<file path="src/rtl/rs_arb_pkg.sv">
// Shared definitions for the round-robin request arbiter: FSM encoding,
// default sizing and the modulo-N pointer helper.
package rs_arb_pkg;

   localparam int DEF_N   = 4;
   localparam int DEF_TMO = 15;

   typedef enum logic [1:0] {
      ST_IDLE    = 2'd0,
      ST_GRANT   = 2'd1,
      ST_RELEASE = 2'd2
   } arb_state_e;

   // (base + ofs) mod n. Both operands are below n (n <= 8), so the sum
   // fits in 4 bits and a single subtraction wraps it.
   function automatic logic [2:0] rr_wrap(input logic [2:0] base,
                                          input logic [2:0] ofs,
                                          input int         n);
      logic [3:0] sum;
      sum = {1'b0, base} + {1'b0, ofs};
      if (sum >= 4'(n)) begin
         sum = sum - 4'(n);
      end
      return sum[2:0];
   endfunction

endpackage

</file>
<file path="src/rtl/rs_req_arbiter_if.sv">
// Request/grant bundle between N requesters and the arbiter.
// Requester side drives S/R/DONE, arbiter side drives everything else.
//   Handshake: S[i] is a one-cycle set pulse that raises pending flag i;
//   R[i] is a one-cycle reset pulse that withdraws it (or aborts an active
//   grant). GNT is one-hot and stays stable while BUSY=1; the resource
//   ends the grant with a one-cycle DONE, after which GNT drops for one
//   RELEASE cycle before the next arbitration. GNT_ID is meaningful only
//   while BUSY=1.
interface rs_req_arbiter_if
   import rs_arb_pkg::*;
#(
   parameter int N = DEF_N
) ();

   logic [N-1:0] S;
   logic [N-1:0] R;
   logic         DONE;
   logic [N-1:0] GNT;
   logic [2:0]   GNT_ID;
   logic         BUSY;
   logic [N-1:0] PEND;
   logic [N-1:0] PEND_B;
   logic [N-1:0] ILLEGAL;
   logic         TMO_ERR;

   modport master (
      output S, R, DONE,
      input  GNT, GNT_ID, BUSY, PEND, PEND_B, ILLEGAL, TMO_ERR
   );

   modport slave (
      input  S, R, DONE,
      output GNT, GNT_ID, BUSY, PEND, PEND_B, ILLEGAL, TMO_ERR
   );

endinterface

</file>
<file path="src/rtl/rs_flag_cell.sv">
// One registered RS element: Q and Q_B are independent flops so that the
// S=R=1 case is visible as Q=Q_B=0, with a sticky ILL flag.
module rs_flag_cell (
   input  logic CLK,
   input  logic RST_N,
   input  logic S,
   input  logic R,
   output logic Q,
   output logic Q_B,
   output logic ILL
);

   logic q_q,   q_d;
   logic qb_q,  qb_d;
   logic ill_q, ill_d;

   always_comb begin
      q_d   = q_q;
      qb_d  = qb_q;
      ill_d = ill_q;
      case ({S, R})
         2'b10: begin
            q_d  = 1'b1;
            qb_d = 1'b0;
         end
         2'b01: begin
            q_d  = 1'b0;
            qb_d = 1'b1;
         end
         2'b11: begin
            q_d   = 1'b0;
            qb_d  = 1'b0;
            ill_d = 1'b1;
         end
         default: ;
      endcase
   end

   always_ff @(posedge CLK or negedge RST_N) begin
      if (!RST_N) begin
         q_q   <= 1'b0;
         qb_q  <= 1'b1;
         ill_q <= 1'b0;
      end else begin
         q_q   <= q_d;
         qb_q  <= qb_d;
         ill_q <= ill_d;
      end
   end

   assign Q   = q_q;
   assign Q_B = qb_q;
   assign ILL = ill_q;

   a_never_both_set: assert property (@(posedge CLK) disable iff (!RST_N)
      !(q_q && qb_q));

endmodule

</file>
<file path="src/rtl/rs_req_arbiter.sv">
// Round-robin arbiter over N RS-style pending flags with grant timeout,
// abort via R[grantee] and a one-cycle RELEASE between grants.
module rs_req_arbiter
   import rs_arb_pkg::*;
#(
   parameter int N   = DEF_N,
   parameter int TMO = DEF_TMO
) (
   input  logic             CLK,
   input  logic             RST_N,
   rs_req_arbiter_if.slave  bus,
   output arb_state_e       dbg_state_o,
   output logic [2:0]       dbg_ptr_o
);

   arb_state_e   state_q, state_d;
   logic [N-1:0] gnt_q,   gnt_d;
   logic [2:0]   gid_q,   gid_d;
   logic [7:0]   cnt_q,   cnt_d;
   logic [2:0]   ptr_q,   ptr_d;
   logic         tmo_err_q, tmo_err_d;

   logic [N-1:0] pend;
   logic [N-1:0] pend_b;
   logic [N-1:0] ill;
   logic [N-1:0] gnt_mask;
   logic [N-1:0] r_eff;
   logic [7:0]   req_ext;
   logic         sel_found;
   logic [2:0]   sel_idx;
   logic         abort;
   logic         expire;

   // In RELEASE the grantee's flag is cleared through its R input, unless
   // the requester sets it again in that same cycle.
   assign gnt_mask = N'(1) << gid_q;
   assign r_eff    = bus.R | ((state_q == ST_RELEASE) ? (gnt_mask & ~bus.S) : '0);

   for (genvar i = 0; i < N; i++) begin : g_flag
      rs_flag_cell u_flag (
         .CLK   (CLK),
         .RST_N (RST_N),
         .S     (bus.S[i]),
         .R     (r_eff[i]),
         .Q     (pend[i]),
         .Q_B   (pend_b[i]),
         .ILL   (ill[i])
      );
   end

   // A flag being withdrawn this cycle is not a candidate for arbitration.
   assign req_ext = 8'(pend & ~bus.R);

   always_comb begin
      sel_found = 1'b0;
      sel_idx   = '0;
      for (int k = 0; k < N; k++) begin
         logic [2:0] idx;
         idx = rr_wrap(ptr_q, 3'(k), N);
         if (!sel_found && req_ext[idx]) begin
            sel_found = 1'b1;
            sel_idx   = idx;
         end
      end
   end

   assign abort  = |(bus.R & gnt_q);
   assign expire = (cnt_q == 8'(TMO - 1));

   always_comb begin
      state_d   = state_q;
      gnt_d     = gnt_q;
      gid_d     = gid_q;
      cnt_d     = cnt_q;
      ptr_d     = ptr_q;
      tmo_err_d = 1'b0;
      case (state_q)
         ST_IDLE: begin
            if (sel_found) begin
               state_d = ST_GRANT;
               gnt_d   = N'(1) << sel_idx;
               gid_d   = sel_idx;
               cnt_d   = '0;
            end
         end
         ST_GRANT: begin
            // DONE takes precedence over a coincident expiry.
            if (bus.DONE || abort || expire) begin
               state_d   = ST_RELEASE;
               gnt_d     = '0;
               tmo_err_d = expire && !bus.DONE && !abort;
            end else begin
               cnt_d = cnt_q + 8'd1;
            end
         end
         ST_RELEASE: begin
            state_d = ST_IDLE;
            ptr_d   = rr_wrap(gid_q, 3'd1, N);
         end
         default: begin
            state_d = ST_IDLE;
            gnt_d   = '0;
         end
      endcase
   end

   always_ff @(posedge CLK or negedge RST_N) begin
      if (!RST_N) begin
         state_q   <= ST_IDLE;
         gnt_q     <= '0;
         gid_q     <= '0;
         cnt_q     <= '0;
         ptr_q     <= '0;
         tmo_err_q <= 1'b0;
      end else begin
         state_q   <= state_d;
         gnt_q     <= gnt_d;
         gid_q     <= gid_d;
         cnt_q     <= cnt_d;
         ptr_q     <= ptr_d;
         tmo_err_q <= tmo_err_d;
      end
   end

   assign bus.GNT     = gnt_q;
   assign bus.GNT_ID  = gid_q;
   assign bus.BUSY    = (state_q == ST_GRANT);
   assign bus.PEND    = pend;
   assign bus.PEND_B  = pend_b;
   assign bus.ILLEGAL = ill;
   assign bus.TMO_ERR = tmo_err_q;

   assign dbg_state_o = state_q;
   assign dbg_ptr_o   = ptr_q;

   a_gnt_onehot0: assert property (@(posedge CLK) disable iff (!RST_N)
      $onehot0(gnt_q));
   a_busy_has_gnt: assert property (@(posedge CLK) disable iff (!RST_N)
      (state_q == ST_GRANT) |-> (gnt_q != '0));

endmodule

</file>
<file path="src/flat_wrapper.sv">
// flat-port wrapper written by rule: the top's interface ports become plain ports
module rs_req_arbiter_flat import rs_arb_pkg::*;
#(
   parameter int N   = DEF_N,
   parameter int TMO = DEF_TMO
)
  (CLK, RST_N, dbg_state_o, dbg_ptr_o, bus_S, bus_R, bus_DONE, bus_GNT, bus_GNT_ID, bus_BUSY, bus_PEND, bus_PEND_B, bus_ILLEGAL, bus_TMO_ERR);
  rs_req_arbiter_if #(.N(N)) bus_i ();
  input  logic CLK;
  input  logic RST_N;
  output arb_state_e dbg_state_o;
  output logic [2:0] dbg_ptr_o;
  input wire logic [$bits(bus_i.S)-1:0] bus_S;
  input wire logic [$bits(bus_i.R)-1:0] bus_R;
  input wire logic [$bits(bus_i.DONE)-1:0] bus_DONE;
  output wire logic [$bits(bus_i.GNT)-1:0] bus_GNT;
  output wire logic [$bits(bus_i.GNT_ID)-1:0] bus_GNT_ID;
  output wire logic [$bits(bus_i.BUSY)-1:0] bus_BUSY;
  output wire logic [$bits(bus_i.PEND)-1:0] bus_PEND;
  output wire logic [$bits(bus_i.PEND_B)-1:0] bus_PEND_B;
  output wire logic [$bits(bus_i.ILLEGAL)-1:0] bus_ILLEGAL;
  output wire logic [$bits(bus_i.TMO_ERR)-1:0] bus_TMO_ERR;
  assign bus_i.S = bus_S;
  assign bus_i.R = bus_R;
  assign bus_i.DONE = bus_DONE;
  assign bus_GNT = bus_i.GNT;
  assign bus_GNT_ID = bus_i.GNT_ID;
  assign bus_BUSY = bus_i.BUSY;
  assign bus_PEND = bus_i.PEND;
  assign bus_PEND_B = bus_i.PEND_B;
  assign bus_ILLEGAL = bus_i.ILLEGAL;
  assign bus_TMO_ERR = bus_i.TMO_ERR;
  rs_req_arbiter #(.N(N), .TMO(TMO)) u_core (.CLK(CLK), .RST_N(RST_N), .bus(bus_i), .dbg_state_o(dbg_state_o), .dbg_ptr_o(dbg_ptr_o));
endmodule
</file>
<file path="config.mk">
export PLATFORM = sky130hd
export DESIGN_NAME = rs_req_arbiter_flat
export DESIGN_NICKNAME = d
export VERILOG_FILES = /design/src/rtl/rs_arb_pkg.sv /design/src/rtl/rs_req_arbiter_if.sv /design/src/rtl/rs_flag_cell.sv /design/src/rtl/rs_req_arbiter.sv /design/src/flat_wrapper.sv
export SDC_FILE = /design/constraint.sdc
export NUM_CORES = 1
export LEC_CHECK = 0
export CAP_MARGIN = 5
export CORE_MARGIN = 2
export CORE_UTILIZATION = 40
export CTS_BUF_LIST = sky130_fd_sc_hd__clkbuf_16
export CTS_CLUSTER_SIZE = 30
export DETAILED_ROUTE_END_ITERATION = 16
export GPL_TIMING_DRIVEN = 0
export PLACE_DENSITY = 0.71
export SKIP_LAST_GASP = 1
export SYNTH_ARGS = -nofsm -noshare
export SYNTH_HDL_FRONTEND = slang
export SYNTH_SLANG_ARGS = --single-unit
</file>
<file path="constraint.sdc">
create_clock -name CLK -period 2.59 [get_ports CLK]
set_clock_uncertainty 0.15 [all_clocks]
set_input_delay 0.259 -clock CLK [delete_from_list [all_inputs] [get_ports CLK]]
set_output_delay 0.259 -clock CLK [all_outputs]
set_load 0.01 [all_outputs]
</file>
==> PnR_summary.wiki <==
{| class="wikitable"
! Metric !! Value
|-
| Status || finished, final reports clean
|-
| EDFF count, synth || 0
|-
| Final count of pins violating max slew || 0
|-
| Synthesis-stage register bit count || 33
|-
| Final wirelength || 4.10 mm
|-
| Number of buffers inserted during clock tree synthesis || 5
|-
| Worst path max stage delay || 0.45 ns
|-
| Core Footprint || 4630 sq um
|-
| Number of instances on the worst hold path || 1
|-
| Clock tree from TritonCTS || done
|-
| Most frequent cell on the critical path || buf_6
|-
| Number of non-filler instances in the completed layout || 280
|-
| Relative slew slack || 51.4%
|-
| DRT iter0 DRCs || 94
|-
| Number of setup violations in the final report || 0
|-
| Die extent in x || 72.8 um
|-
| Clock Sinks || 33
|-
| Proportion of register bits with asynchronous set or reset after synthesis || 100%
|-
| F_max || 405 MHz
|-
| Crit Path Max Fanout || 10
|-
| Aggregate global routing overflow || 0
|-
| Final critical-path required period || 2.47 ns
|-
| Setup slack of the worst register-to-register path || 0.12 ns
|-
| RSZ-0062 raised after global routing || no
|-
| Diode count || 0
|-
| Cell type contributing the most total cell area after synthesis || dfrtp_1
|-
| DR WL/cell || 14.6 um
|-
| Critical Path Sink Type || flip-flop
|-
| Number of top-level design ports || 37
|-
| Yosys Warn Count || 0
|-
| Arrival time reported for the critical path endpoint || 2.48 ns
|-
| Cell leakage power || 1.07 nW
|-
| Number of H-tree branching levels || 2
|-
| Destination of the worst register-to-register timing path || u_core.bus.GNT_ID[0]$_DFFE_PN0P_
|-
| Die height || 72.8 um
|-
| Worst Max-Slew Pin Slew || 0.730 ns
|-
| Startpoint class of the critical path || flip-flop
|-
| Clock latency of the later-clocked register in the worst-skew pair || 0.27 ns
|-
| Cell type of the slowest stage on the worst timing path || dfrtp_2
|-
| Global-route wire length before repair || 6.69 mm
|-
| Sequential cell area fraction in the yosys report || 43.9%
|-
| Sum of negative setup slack || 0 ns
|-
| Cell Pwr Density || 971 nW/um^2
|-
| Via count of the first global-routing pass || 1429
|-
| Clock root buffer || clkbuf_16
|-
| Most area-consuming cells after synthesis || dfrtp_1 (38%), ha_1 (6.0%), dfstp_2 (5.6%), buf_4 (4.8%), nor2_1 (3.8%)
|-
| Overall Power || 2.42 mW
|-
| Number of port buffers || 36
|-
| Critical path class || reg2reg
|-
| Worst R2R Path Depth || 9
|-
| Mapped Nets || 201
|-
| Final weighted congestion in routability-driven placement || 0.869
|-
| Mean area per synthesized cell || 10.5 sq um
|-
| Worst path required time || 2.60 ns
|-
| Final HPWL from detailed placement || 2.99 mm
|-
| Top FF cell, synth || dfrtp_1
|-
| Antenna Nets Post-Route || 0
|-
| Syn Inst Count || 181
|-
| Vias || 1480
|-
| Drt drc || 0
|-
| Count of distinct cell types in the synthesized netlist || 51
|-
| Share of the cycle needed by the critical path after routing || 95.3%
|-
| Vias per std cell || 5.29
|-
| Die Footprint || 5300 sq um
|-
| Maximum number of pins on one net before global-route repair || 34
|-
| Highest ir drop seen on vdd || 0.000588 V
|-
| Layout area overhead || 31.6%
|-
| Fraction of post-synthesis cell area in the top cell type by area || 38.4%
|-
| Tot GR Track Use || 16.7%
|-
| Final nets || 245
|-
| Initial antenna violation count || 0
|-
| Count of placed standard cells including taps || 271
|-
| Cell Chain, Critical Path || buf_6 > inv_1 > ha_4 > and3b_1 > o211ai_2 > o21a_2 > a41oi_2 > buf_6 > o22a_1
|-
| Post-synthesis cell area || 1890 sq um
|-
| Post-CTS setup repair buffer count || 0
|-
| Clock Tree Buf Depth || 2
|-
| # rows || 25
|-
| Worst flop-to-flop path startpoint || u_core.dbg_ptr_o[0]$_DFFE_PN0P_
|-
| Post-CTS clock slew at the launch and capture registers of the worst setup and hold paths || 0.05 ns
|-
| Worst Hold Class || reg2reg
|-
| Number of endpoints with negative hold slack in the final report || 0
|-
| Number of violations of the max-capacitance limit || 0
|-
| Startpoint of the tightest hold check path || u_core.g_flag[1].u_flag.ILL$_DFFE_PN0N_
|-
| Starting density of the core || 40.9%
|-
| Detailed-routing iteration count for the pre-antenna-repair pass || 4
|-
| Proportion of layout cells with a drive suffix above 1 || 19.9%
|-
| Worst-case hold path end point || u_core.g_flag[1].u_flag.ILL$_DFFE_PN0N_
|}
[flip-flops by register name, indices dropped and copies added (netlist names)]
name / flops
u_core.bus.GNT: 4
u_core.bus.GNT_ID: 3
u_core.bus.TMO_ERR: 1
u_core.cnt_q: 8
u_core.dbg_ptr_o: 3
u_core.dbg_state_o: 2
u_core.g_flag.u_flag.ILL: 4
u_core.g_flag.u_flag.Q: 4
u_core.g_flag.u_flag.Q_B: 4
[power by group]
part	internal, mW	switching [mW]	leakage (nW)
Combinational	0.560	0.558	0.587
Sequential	0.615	0.132	0.404
Clock	0.348	0.204	0.0748
[layout make-up]
| cell class | count | area (sq um) |
|---|---|---|
| Timing Repair Buffer | 37 | 365 |
| Buffer | 14 | 113 |
| Multi-Input combinational cell | 126 | 943 |
| Clock buffer | 5 | 125 |
| Sequential cell | 33 | 832 |
| Inverter | 8 | 30.0 |
| Clock inverter | 3 | 13.8 |
| Fill cell | 417 | 2140 |
| Tap cell | 54 | 67.6 |
[metrics by stage]
step / setup slack, ns / hold WS [ns] / instance area [sq um] / util [%]
global route: 0.0470 / 0.320 / 2490 / 53.8
global placement: 0.00708 / 0.293 / 2320 / 50.1
CTS: 0.0425 / 0.307 / 2460 / 53.2
finish: 0.122 / 0.306 / 2490 / 53.8
detailed placement: 0.00305 / 0.212 / 2310 / 50.0
floorplan: 0.228 / -0.187 / 1890 / -
[worst max path at each step]
stage                                               start                               end  slack [ns]  depth (start not counted)
final                     u_core.dbg_ptr_o[0]$_DFFE_PN0P_  u_core.bus.GNT_ID[0]$_DFFE_PN0P_        0.12                          9
after global routing      u_core.dbg_ptr_o[0]$_DFFE_PN0P_  u_core.bus.GNT_ID[0]$_DFFE_PN0P_        0.05                          9
after CTS                 u_core.dbg_ptr_o[0]$_DFFE_PN0P_  u_core.bus.GNT_ID[0]$_DFFE_PN0P_        0.04                          9
after detailed placement  u_core.dbg_ptr_o[0]$_DFFE_PN0P_  u_core.bus.GNT_ID[0]$_DFFE_PN0P_       0.003                          9
after global placement    u_core.dbg_ptr_o[0]$_DFFE_PN0P_  u_core.bus.GNT_ID[0]$_DFFE_PN0P_       0.007                          9
after floorplan           u_core.dbg_ptr_o[0]$_DFFE_PN0P_  u_core.bus.GNT_ID[0]$_DFFE_PN0P_        0.23                          9
[synth_stat cells (3+ instances only)]
cell,count
nand3_1,4
o2bb2ai_1,4
nor2_1,19
dfrtp_1,29
o21ai_0,5
buf_4,12
a21o_1,3
and3b_1,3
mux2i_1,4
ha_1,9
inv_1,8
nand2_1,8
a21oi_1,9
dfstp_2,4
nor2b_1,6
xor2_1,6
nand4_1,7
o21ai_1,3
[cells by family (layout without fill, tap and decap cells)]
logic type                 after synthesis  in the layout  synth area share (%)
muxes                                    8              8                  5.42
adders and majority gates                9              9                  5.95
buffers and inverters                   22             67                  7.54
AOI/OAI and AO/OA                       39             39                  15.1
and+or+nand+nor                         64             64                  19.2
DFF                                     33             33                  43.9
xor gates and xnor gates                 6              6                  2.78
[per-layer routing]
layer  global-route usage, %  up-vias  routed length (um)
li1                        -      720                   -
met1                    22.9      730                1900
met2                    25.8       25                1980
met3                    4.14        5                 162
met4                    5.76        0                  56
met5                       0        -                   0
[layout by cell type, fill, tap and decap left out, drive strengths merged, types with 2 or more instances in the layout]
cell	count
inv	9
a41oi	2
nand2b	3
clkbuf	5
nand4	7
buf	15
clkinv	2
xor2	6
or2	3
nor2	19
a21oi	9
ha	9
o211ai	2
dfstp	4
a21o	4
dfrtp	29
and3	2
nor3b	3
nand3	4
nor2b	7
o2bb2ai	4
clkdlybuf4s50	35
o21ai	9
nand2	9
mux2	2
mux2i	5
and3b	3
[worst max-delay path, delay by kind of cell (launching register included)]
| kind | cells | cell delay (ns) |
|---|---|---|
| buf+inv | 3 | 0.49 |
| fa+ha+maj | 1 | 0.25 |
| flops | 1 | 0.45 |
| simple gates | 1 | 0.19 |
| compound gates | 4 | 0.80 |
[timing repair]
item / in CTS / in global routing
pin swaps: 0 / 1
endpoints found under the setup margin: 1 / 7
endpoints found under the hold margin: 29 / 0
hold buffers: 1 / 0
gates resized for setup: 1 / 4
Power figures use the tool's default switching activity.
